**src/rtl/div_pkg.sv**
```systemverilog
// Shared definitions for the multicycle signed divider: FSM state encoding
// and default datapath sizing.
package div_pkg;

  localparam int DEF_WIDTH = 32;
  localparam int DEF_CNT_W = 6;

  typedef enum logic [1:0] {
    IDLE = 2'd0,
    CALC = 2'd1,
    SIGN = 2'd2,
    DONE = 2'd3
  } state_e;

endpackage

```
**src/rtl/div_step.sv**
```systemverilog
// One restoring-division step on unsigned magnitudes: shift {rem,q} left,
// trial-subtract the divisor and keep the difference when it does not borrow.
module div_step #(
  parameter int WIDTH = 32
) (
  input  logic [WIDTH-1:0] rem_i,
  input  logic [WIDTH-1:0] q_i,
  input  logic [WIDTH-1:0] divisor_i,
  output logic [WIDTH-1:0] rem_o,
  output logic [WIDTH-1:0] q_o
);

  logic        [WIDTH:0] shifted;
  logic signed [WIDTH:0] trial;

  // One extra bit holds the borrow, so a negative trial is simply trial[WIDTH].
  assign shifted = {rem_i, q_i[WIDTH-1]};
  assign trial   = $signed(shifted - {1'b0, divisor_i});

  assign rem_o = trial[WIDTH] ? shifted[WIDTH-1:0] : trial[WIDTH-1:0];
  assign q_o   = {q_i[WIDTH-2:0], ~trial[WIDTH]};

endmodule

```
**src/rtl/div_unit.sv**
```systemverilog
// Multicycle signed divider: one restoring step per clock on magnitudes,
// sign fix-up at the end; quotient on lo, remainder on hi, divide-by-zero flag.
module div_unit
  import div_pkg::*;
#(
  parameter int WIDTH = DEF_WIDTH,
  parameter int CNT_W = DEF_CNT_W
) (
  input  logic             clk,
  input  logic             reset,
  input  logic             start,
  input  logic [WIDTH-1:0] a,
  input  logic [WIDTH-1:0] b,
  output logic             busy,
  output logic             done,
  output logic             div0,
  output logic [WIDTH-1:0] hi,
  output logic [WIDTH-1:0] lo
);

  state_e           state_q, state_d;
  logic [CNT_W-1:0] cnt_q, cnt_d;
  logic [WIDTH-1:0] rem_q, rem_d;
  logic [WIDTH-1:0] quo_q, quo_d;
  logic [WIDTH-1:0] dvs_q, dvs_d;
  logic             sign_quo_q, sign_quo_d;
  logic             sign_rem_q, sign_rem_d;
  logic             busy_q, busy_d;
  logic             done_q, done_d;
  logic             div0_q, div0_d;
  logic [WIDTH-1:0] hi_q, hi_d;
  logic [WIDTH-1:0] lo_q, lo_d;
  logic [WIDTH-1:0] step_rem, step_quo;

  // Two's-complement negate modulo 2^WIDTH; |most-negative| stays itself.
  function automatic logic [WIDTH-1:0] cneg(input logic [WIDTH-1:0] x, input logic neg);
    return neg ? (~x + WIDTH'(1)) : x;
  endfunction

  div_step #(.WIDTH(WIDTH)) u_step (
    .rem_i     (rem_q),
    .q_i       (quo_q),
    .divisor_i (dvs_q),
    .rem_o     (step_rem),
    .q_o       (step_quo)
  );

  always_comb begin
    state_d    = state_q;
    cnt_d      = cnt_q;
    rem_d      = rem_q;
    quo_d      = quo_q;
    dvs_d      = dvs_q;
    sign_quo_d = sign_quo_q;
    sign_rem_d = sign_rem_q;
    busy_d     = busy_q;
    done_d     = 1'b0;
    div0_d     = div0_q;
    hi_d       = hi_q;
    lo_d       = lo_q;
    case (state_q)
      IDLE: begin
        if (start) begin
          if (b == '0) begin
            div0_d  = 1'b1;
            done_d  = 1'b1;
            state_d = DONE;
          end else begin
            quo_d      = cneg(a, a[WIDTH-1]);
            dvs_d      = cneg(b, b[WIDTH-1]);
            rem_d      = '0;
            cnt_d      = '0;
            sign_quo_d = a[WIDTH-1] ^ b[WIDTH-1];
            sign_rem_d = a[WIDTH-1];
            div0_d     = 1'b0;
            busy_d     = 1'b1;
            state_d    = CALC;
          end
        end
      end
      CALC: begin
        rem_d = step_rem;
        quo_d = step_quo;
        cnt_d = cnt_q + CNT_W'(1);
        if (cnt_q == CNT_W'(WIDTH - 1)) state_d = SIGN;
      end
      SIGN: begin
        lo_d    = cneg(quo_q, sign_quo_q);
        hi_d    = cneg(rem_q, sign_rem_q);
        busy_d  = 1'b0;
        done_d  = 1'b1;
        state_d = DONE;
      end
      DONE: begin
        state_d = IDLE;
      end
      default: state_d = IDLE;
    endcase
  end

  always_ff @(posedge clk or negedge reset) begin
    if (!reset) begin
      state_q    <= IDLE;
      cnt_q      <= '0;
      rem_q      <= '0;
      quo_q      <= '0;
      dvs_q      <= '0;
      sign_quo_q <= 1'b0;
      sign_rem_q <= 1'b0;
      busy_q     <= 1'b0;
      done_q     <= 1'b0;
      div0_q     <= 1'b0;
      hi_q       <= '0;
      lo_q       <= '0;
    end else begin
      state_q    <= state_d;
      cnt_q      <= cnt_d;
      rem_q      <= rem_d;
      quo_q      <= quo_d;
      dvs_q      <= dvs_d;
      sign_quo_q <= sign_quo_d;
      sign_rem_q <= sign_rem_d;
      busy_q     <= busy_d;
      done_q     <= done_d;
      div0_q     <= div0_d;
      hi_q       <= hi_d;
      lo_q       <= lo_d;
    end
  end

  assign busy = busy_q;
  assign done = done_q;
  assign div0 = div0_q;
  assign hi   = hi_q;
  assign lo   = lo_q;

endmodule

```
**config.mk**
```make
export PLATFORM = sky130hd
export DESIGN_NAME = div_unit
export DESIGN_NICKNAME = d
export VERILOG_FILES = /design/src/rtl/div_pkg.sv /design/src/rtl/div_step.sv /design/src/rtl/div_unit.sv
export SDC_FILE = /design/constraint.sdc
export NUM_CORES = 1
export LEC_CHECK = 0
export ABC_AREA = 0
export ABC_CLOCK_PERIOD_IN_PS = 4200
export BUFFER_PORTS_ARGS = -buffer_cell sky130_fd_sc_hd__buf_4
export CORE_ASPECT_RATIO = 0.6
export CORE_MARGIN = 2
export CORE_UTILIZATION = 56
export DETAILED_ROUTE_END_ITERATION = 12
export PLACE_DENSITY = 0.77
export SYNTH_ARGS = -nofsm -noshare
export SYNTH_HDL_FRONTEND = slang
export SYNTH_SLANG_ARGS = --single-unit
export TNS_END_PERCENT = 30
```
**constraint.sdc**
```tcl
create_clock -name clk -period 4.2 [get_ports clk]
set_input_delay 0.84 -clock clk [delete_from_list [all_inputs] [get_ports clk]]
set_output_delay 0.84 -clock clk [all_outputs]
set_load 0.02 [all_outputs]
```
* Word level (Yosys, flattened, before mapping)
Cells that the tools add are included.
** Storage, ports and cells
- Register bits :: 173
- Latch bits :: 0
- Memory bits (writable) :: 0
- Bits in read-only memories :: 0
- Bits of input ports :: 67
- Logic and storage cells :: 65
- Memories :: 0
** Operators by class
- Add/sub/neg operators :: 6
- $mul :: 0
- Divide/modulo/power cells :: 0
- Magnitude comparators :: 0
- Eq/ne operators :: 7
- Shift-type cells :: 0
- Multiplexer cells :: 24
- Bitwise gates (word level) :: 7
- Reduce and logical (&&, ||, !) cells :: 9
** Operators with widths (number)
- 32-bit 2-to-1 mux :: 9
- 32-bit by 1-bit adder with 32-bit output (second input constant) :: 4
- 32-bit inverter :: 4
- 32-bit one-hot mux with 2 select lines :: 2
- 33-bit by 32-bit subtractor with 33-bit output :: 1
- 32-bit zero test :: 1
- 6-bit 2-to-1 mux :: 2
- 6-bit one-hot mux with 2 select lines :: 1
- 3-bit AND reduction :: 3
- 2-bit one-hot mux with 4 select lines :: 1
- 6-bit by 1-bit adder with 6-bit output (second input constant) :: 1
- 6-bit by 5-bit equality test with 1-bit output (second input constant) :: 1
- 2-bit 2-to-1 mux :: 3
- 2-bit inequality test (second input constant) :: 3
- 2-bit equality test (second input constant) :: 2
- 1-bit 2-to-1 mux :: 4
- 1-bit one-hot mux with 2 select lines :: 2
- 2-bit AND reduction :: 2
- 2-bit nonzero test :: 2
- 2-bit by 1-bit equality test with 1-bit output (second input constant) :: 1
- 2-bit zero test :: 1
- 1-bit inverter :: 2
- 1-bit XOR :: 1

* Longest topological paths before layout
Gate-level depths: netlist of the first run.
- Depth after elaboration :: 6
- Mapped depth :: 13

* By module
Synthesis of the first run repeated with hierarchy kept, for this count alone.
** Unflattened totals
- Cell total of the unflattened synthesis :: 1331
- Area total of the unflattened synthesis :: 11823.8 µm²
** Modules (own cells, without submodules)
- div_unit :: instances 1, cells an instance 989, area an instance 9335.2 µm², seq. area each 4329.2 µm²
- div_step :: instances 1, cells an instance 342, area an instance 2488.6 µm², seq. area each 0.0 µm²

* Worst setup path after synthesis of the first run
No wires, ideal clock.
- Path type :: input port to flip-flop
- Start point :: input port a[12]
- End point :: register quo_q[25]
- Data arrival time :: 3.452 ns
- Required time :: 4.067 ns
- Path slack :: 0.615 ns
- Stages :: 8
- Path buffers :: 0
- Path through :: or4_4 -> or3_4 -> or4_4 -> or3_4 -> or4_4 -> o31ai_1 -> xor2_1 -> o21ai_0
** On the way
- Cells in the longest elaborated chain, start to end :: 6
** Ends and longest elaborated chain
- start, declared :: RTL line div_unit.sv:12 : input logic [WIDTH-1:0] a,
- 32-bit inverter :: RTL line div_unit.sv:37 : return neg ? (~x + WIDTH'(1)) : x;
- 32-bit by 1-bit adder with 32-bit output :: RTL line div_unit.sv:37
- 32-bit 2-to-1 mux :: RTL line div_unit.sv:37
- 32-bit 2-to-1 mux :: RTL line div_unit.sv:64 : if (b == '0) begin
- 32-bit 2-to-1 mux :: RTL line div_unit.sv:63 : if (start) begin
- 32-bit one-hot mux with 2 select lines :: RTL line div_unit.sv:61 : case (state_q)
- end signal, assigned :: RTL line div_unit.sv:119 : quo_q <= quo_d;
- end, declared :: RTL line div_unit.sv:24 : logic [WIDTH-1:0] quo_q, quo_d;
Every way passes these cells. The select of a mux whose other input is x is not followed.
A chain may end at the register's enable or synchronous reset.

* Worst setup path after layout of the first run
- Start point :: register rem_q[13]
- End point :: register rem_q[12]
** On the way
- Cells in the longest elaborated chain, start to end :: 3
** Ends and longest elaborated chain
- start, declared :: RTL line div_unit.sv:23 : logic [WIDTH-1:0] rem_q, rem_d;
- start signal, assigned :: RTL line div_unit.sv:118 : rem_q <= rem_d;
- 33-bit by 32-bit subtractor with 33-bit output :: RTL line div_step.sv:18 : assign trial = $signed(shifted - {1'b0, divisor_i});
- 32-bit 2-to-1 mux :: RTL line div_step.sv:20 : assign rem_o = trial[WIDTH] ? shifted[WIDTH-1:0] : trial[WIDTH-1:0];
- 32-bit one-hot mux with 2 select lines :: RTL line div_unit.sv:61
Every way passes these cells.

==> results.cfg, run 1 <==
[outcome]
status = completed

[critical_path]
worst_ep_arrival_time_ps = 3850
crit_fanout = 15
cp_slowest_stage_delay_ps = 500
crit_buf_inv = 1
crit_type = reg2reg
start_kind = register
critical_path.top_delay_family = compound AO/OA/AOI/OAI gates
end_kind = register
crit_path_top_delay_cell = dfrtp_1
path_cells = ha_1 > and2_1 > a21bo_2 > a221oi_1 > nand2_1 > a22oi_1 > a41oi_1 > xor2_4 > buf_4 > mux2i_1 > o21ai_0
r2r_setup_slack_ps = 660
crit_required_ps = 4510

[sta]
fmax_mhz = 283
fin_crit_ps = 3540
fin_crit_sh_pct = 84.3
clock_skew_ps = 12.6
rsz0062_at_grt = false
relSlewSlack_pct = 27.9
maxSlewViolCount = 0
finalSetupTns_ps = 0
setup_viol_count_final = 0
worst_pin_slew_ps = 1080
hold_viol = 0
hold_slack_ps = 454

[logic_synthesis]
netlist_area_um2 = 11100
syn_nets = 1407
post_synth.cell_area_avg_um2 = 8.57
syn-instance-count = 1299
ys_types = 59
synth_edf_count = 0
yosys_warnings = 0
ys_ff_latch = 173
ys_seq_area_share_pct = 38.9
async_reset_ff_share_pct = 100
synthFlopType = dfrtp_1

[drt]
drt-initial-drc-count = 997
ant_nets = 0
wl_per_cell_um = 17.4
vias = 9855
drt_wl_total_mm = 29.1
drtPass1Iterations = 5
drcViolationCount = 0
viasPerCell = 5.87

[global_route]
antenna_found_initial = 0
grt_usage_pct = 28.7
grt_max_degree = 93
overflow = 0
grt_pass1_wl_mm = 47.5
first_global_vias = 8930

[power_and_ir_drop]
power.density_nw_per_um2 = 749
seqPwrFrac_pct = 30.7
switching_share_pct = 46.6
p_comb_share_pct = 53.5
leakagePower_nw = 5.93
total_power_mw = 9.73
p_clk_share_pct = 15.8
vdd.ir_drop.worst_mv = 0.573
p_int_mw = 5.20
power.switching_mw = 4.53

[cells_and_area]
insertedDiodeCount = 0
fin_cells = 1679
fin_nets = 1508
multiInputGateArea_um2 = 6390
drive_gt1_share_pct = 15.1
fillers = 1606
area_growth_syn_to_layout_pct = 16.7
final-seq-area_um2 = 4330

[job]
max_cap_violations = 0

[clock_network]
ctsHtreeMaxLevel = 4
cts_tree = yes
post-cts-setup-buffer-count = 0
cts_buffers = 17
clkSlewWorstSetupHoldPaths_ps = 80
cts.sinks = 173
hold_buffers = 0
clk_latency_ps = 440
cts_root_buffer = clkbuf_16
cts.path.max_buffers = 2
ctsResizeCount = 0

[placement]
port_buffers = 133
dp.cells = 1647
gp_congestion = 0.924
dp_hpwl_mm = 21.7

[floorplanning]
coreArea_um2 = 19300
dieWidth_um = 186
io_pins = 134
dieArea_um2 = 21100
rows = 39
die_h_um = 113
initial_core_util_pct = 57.8

[worst_hold_path]
hold_class = in2async
==> flip-flops by register name, indices dropped and copies added (netlist names) <==
name        cells
dvs_q          32
sign_quo_q      1
lo             32
busy            1
cnt_q           6
sign_rem_q      1
hi             32
done            1
quo_q          32
rem_q          32
state_q         2
div0            1
==> routing by layer <==
| metal | share of wire (%) | track usage, % | vias to the layer above |
|---|---|---|---|
| met5 | 0 | 0 | - |
| met2 | 37 | 36.3 | 351 |
| met1 | 54 | 48.7 | 4684 |
| met4 | 0.78 | 4.72 | 0 |
| met3 | 9.0 | 6.50 | 20 |
| li1 | - | - | 4800 |
==> layout by cell type, fill, tap and decap left out, types with 8 or more instances in the layout <==
cell type	netlist	layout
nand4_1	8	8
inv_1	54	54
buf_4	0	148
mux2_2	10	10
xor2_1	106	105
nand3_1	18	18
xnor2_1	44	44
clkbuf_16	0	17
a21oi_1	134	132
a22oi_1	11	11
a32oi_1	9	9
a21o_1	8	8
or3_1	22	22
or4_1	8	8
mux2i_1	28	28
nor4_1	10	10
o21ai_0	129	129
nor3_1	17	17
nor2_1	128	127
dfrtp_1	173	173
nand2_1	126	126
nor2b_1	8	8
nand2b_1	14	14
ha_1	40	39
o31ai_1	37	37
o41ai_1	16	16
==> synthesized netlist by cell type, types with 9 or more instances <==
cell / n / area, µm²
dfrtp_1: 173 / 4330
a21oi_1: 134 / 671
o21ai_0: 129 / 646
nor2_1: 128 / 480
nand2_1: 126 / 473
xor2_1: 106 / 928
clkbuf_1: 60 / 225
inv_1: 54 / 203
xnor2_1: 44 / 385
ha_1: 40 / 500
o31ai_1: 37 / 278
mux2i_1: 28 / 280
or3_1: 22 / 138
nand3_1: 18 / 90.1
nor3_1: 17 / 85.1
o41ai_1: 16 / 140
nand2b_1: 14 / 87.6
a22oi_1: 11 / 82.6
mux2_2: 10 / 113
nor4_1: 10 / 62.6
a32oi_1: 9 / 78.8
==> through the flow <==
stage / cell area, µm² / setup WS [ps] / util [%]
finish: 13000 / 661 / 67.4
global route: 13000 / 465 / 67.4
CTS: 13000 / 721 / 67.4
detailed placement: 12400 / 329 / 64.4
global placement: 12400 / 390 / 64.4
floorplan: 11100 / 615 / -
==> power groups by stage <==
stage	registers (mW)	clock network [mW]	logic (mW)
final	2.99	1.54	5.21
after floorplan	3.16	0	3.35
after CTS	2.97	1.55	5.18
after detailed placement	3.00	0	5.13
after global routing	3.08	1.63	5.80
after global placement	2.97	0	5.01
==> final cells by class <==
class                           count  share of cell area [%]
Multi-Input combinational cell   1003                    49.2
Sequential cell                   173                    33.3
Timing Repair Buffer              151                    8.94
Clock buffer                       17                    3.27
Tap cell                          266                    2.56
Inverter                           54                    1.56
Clock inverter                     15                    1.16
==> cells by family (layout without fill, tap and decap cells) <==
| family | Yosys count | after routing | share of synthesized area, % |
|---|---|---|---|
| and+or+nand+nor | 386 | 386 | 16.1 |
| xor gates and xnor gates | 150 | 150 | 11.8 |
| adders and majority gates | 41 | 41 | 4.67 |
| DFF | 173 | 173 | 38.9 |
| muxes | 38 | 38 | 3.53 |
| AOI/OAI and AO/OA | 388 | 388 | 20.8 |
| buffers and inverters | 123 | 237 | 4.20 |
==> path summary, 6_finish.rpt <==
check	depth (start not counted)	from	endpoint
max	11	rem_q[13]$_DFFE_PN0P_	rem_q[12]$_DFFE_PN0P_
min	1	reset	hi[12]$_DFFE_PN0P_
max reg2reg	11	rem_q[13]$_DFFE_PN0P_	rem_q[12]$_DFFE_PN0P_
min reg2reg	1	hi[23]$_DFFE_PN0P_	hi[23]$_DFFE_PN0P_
max in group asynchronous	2	reset	hi[2]$_DFFE_PN0P_
min in group clk	1	hi[23]$_DFFE_PN0P_	hi[23]$_DFFE_PN0P_
Power figures use the tool's default switching activity.
==> inputs of run 2 (changes only) <==
--- a/config.mk
+++ b/config.mk
@@ -6,13 +6,13 @@
 export NUM_CORES = 1
 export LEC_CHECK = 0
 export ABC_AREA = 0
-export ABC_CLOCK_PERIOD_IN_PS = 4200
+export ABC_CLOCK_PERIOD_IN_PS = 3100
 export BUFFER_PORTS_ARGS = -buffer_cell sky130_fd_sc_hd__buf_4
 export CORE_ASPECT_RATIO = 0.6
 export CORE_MARGIN = 2
-export CORE_UTILIZATION = 56
+export CORE_UTILIZATION = 54
 export DETAILED_ROUTE_END_ITERATION = 12
-export PLACE_DENSITY = 0.77
+export PLACE_DENSITY = 0.78
 export SYNTH_ARGS = -nofsm -noshare
 export SYNTH_HDL_FRONTEND = slang
 export SYNTH_SLANG_ARGS = --single-unit
==> constraint.sdc (replaced) <==
create_clock -name clk -period 3.1 [get_ports clk]
set_input_delay 0.62 -clock clk [delete_from_list [all_inputs] [get_ports clk]]
set_output_delay 0.62 -clock clk [all_outputs]
set_load 0.02 [all_outputs]
==> run 2 against run 1 <==
Against the previous run:
- the run now ends with setup timing left
- register-to-register slack got worse by 650 ps
- global-route usage increased by 0.74 points
- non-clock buffer count increased by 123
- final cell count is 7.7% higher
- sequential power up 34%
- combinational power up 63%
- core utilization increased by 4.1 points
- design area up 11%
- sequential cell count is the same
- first-iteration DRC count down 1.7%
- count of clock-buffer cells in the layout did not move
- largest cell class unchanged
- largest power group unchanged
==> results.cfg, run 2 (same netlist as run 1, synthesis figures left out) <==
[cells_and_area]
insertedDiodeCount = 0
area_growth_syn_to_layout_pct = 29.2
layout_commonest_cell = buf_4
fin_nets = 1631
drive_gt1_share_pct = 25.0
layout_common_cells = buf_4, dfrtp_1, a21oi_1
finish.utilization_pct = 71.5

[critical_path]
start_kind = input pin
end_kind = register
worst_ep_arrival_time_ps = 3470
crit_fanout = 5
crit_type = in2reg
crit_required_ps = 3420

[drt]
wl_per_cell_um = 18.1
vias = 10700
drcViolationCount = 0
drt_wl_total_mm = 32.8
drtPass1Iterations = 5
drt-initial-drc-count = 980
ant_nets = 0
viasPerCell = 5.91

[floorplanning]
initial_core_util_pct = 55.4
coreArea_um2 = 20100
dieArea_um2 = 21800
dieWidth_um = 189
io_pins = 134
die_h_um = 115
rows = 40

[global_route]
grt_usage_pct = 29.4
grt_max_degree = 76
grt_pass1_wl_mm = 51.2
antenna_found_initial = 0
first_global_vias = 9989
overflow = 0

[sta]
hold_viol = 0
fin_crit_sh_pct = 102
fin_crit_ps = 3150
maxSlewViolCount = 0
timing.final.ws_setup_ps = -47.8
clock_skew_ps = 12.5
rsz0062_at_grt = true
worst_pin_slew_ps = 1080
hold_slack_ps = 171
setup_viol_count_final = 3
relSlewSlack_pct = 27.9
fmax_mhz = 318

[clock_network]
clkSlewWorstSetupHoldPaths_ps = 70
cts_tree = yes
cts_buffers = 17
cts.path.max_buffers = 2
cts_root_buffer = clkbuf_16
clk_latency_ps = 450
ctsHtreeMaxLevel = 4
cts.sinks = 173

[placement]
port_buffers = 133
dp_hpwl_mm = 22.8
gp_congestion = 0.915

[worst_hold_path]
hold_class = in2async

[outcome]
status = finished, violations left
failed_checks = setup timing

[power_and_ir_drop]
vdd.ir_drop.worst_mv = 0.721
leakagePower_nw = 6.63
power.density_nw_per_um2 = 1020
total_power_mw = 14.7

[job]
max_cap_violations = 0
==> run 2: cell count changes in the layout (fill, tap and decap cells not counted), sizes merged <==
cell / previous run / this run
clkinv: 8 / 5
inv: 60 / 63
buf: 151 / 272
bufinv: 0 / 1
clkbuf: 17 / 19
clkinvlp: 1 / 0
==> run 2: per-stage QoR <==
stage	cell area (µm²)	cells	TNS [ps]	setup slack, ps
floorplan	11200	1299	-2050	-243
global placement	13400	1765	-5990	-422
detailed placement	13400	1765	-8590	-491
CTS	14100	1797	-97.0	-30.4
global route	14400	1809	-1530	-88.3
finish	14400	1809	-133	-47.8
==> run 2: area by class of cell <==
type                       instances  area, µm²
multi-input combinational       1003       6660
sequential                       173       4330
inverter                          54        203
clock inverter                    15        169
fill                            1535       5730
timing repair buffer             274       2270
clock buffer                      17        425
tap                              273        342
==> run 2: worst paths after layout <==
| check | startpoint | to | slack, ps | cells past startpoint |
|---|---|---|---|---|
| max | a[12] | quo_q[27]$_DFFE_PN0P_ | -50 | 9 |
| min | reset | lo[11]$_DFFE_PN0P_ | 170 | 1 |
| max reg2reg | dvs_q[14]$_DFFE_PN0P_ | rem_q[0]$_DFFE_PN0P_ | 10 | 14 |
| min reg2reg | div0$_DFFE_PN0P_ | div0$_DFFE_PN0P_ | 500 | 2 |
| max in group asynchronous | reset | rem_q[12]$_DFFE_PN0P_ | 2180 | 2 |
| min in group clk | a[30] | quo_q[30]$_DFFE_PN0P_ | 480 | 3 |
==> run 2: critical path: stages <==
cell	delay, ps
buf_4	120
or4_4	550
or3_4	350
or4_4	430
or3_4	350
or4_4	550
o31ai_2	220
xor2_1	190
o21ai_0	90
==> run 2: per-layer routing <==
metal	part of all wire, %	GRT usage (%)
met3	8.1	5.56
met2	43	43.7
met4	1.9	7.39
met5	0	0
met1	47	44.3
==> run 2: repair_timing <==
action | CTS | global route
buffers inserted | 0 | 9
gates resized for setup | 9 | 54
gates cloned | 0 | 3
hold endpoints to repair | 0 | 0
pin swaps | 3 | 12
hold buffers | 0 | 0
setup endpoints to repair | 17 | 44
==> run 2: report_power, final <==
part           total, mW  switching [mW]  internal (mW)
sequential          4.00           0.817           3.19
clock               2.22            1.07           1.15
combinational       8.47            4.82           3.65
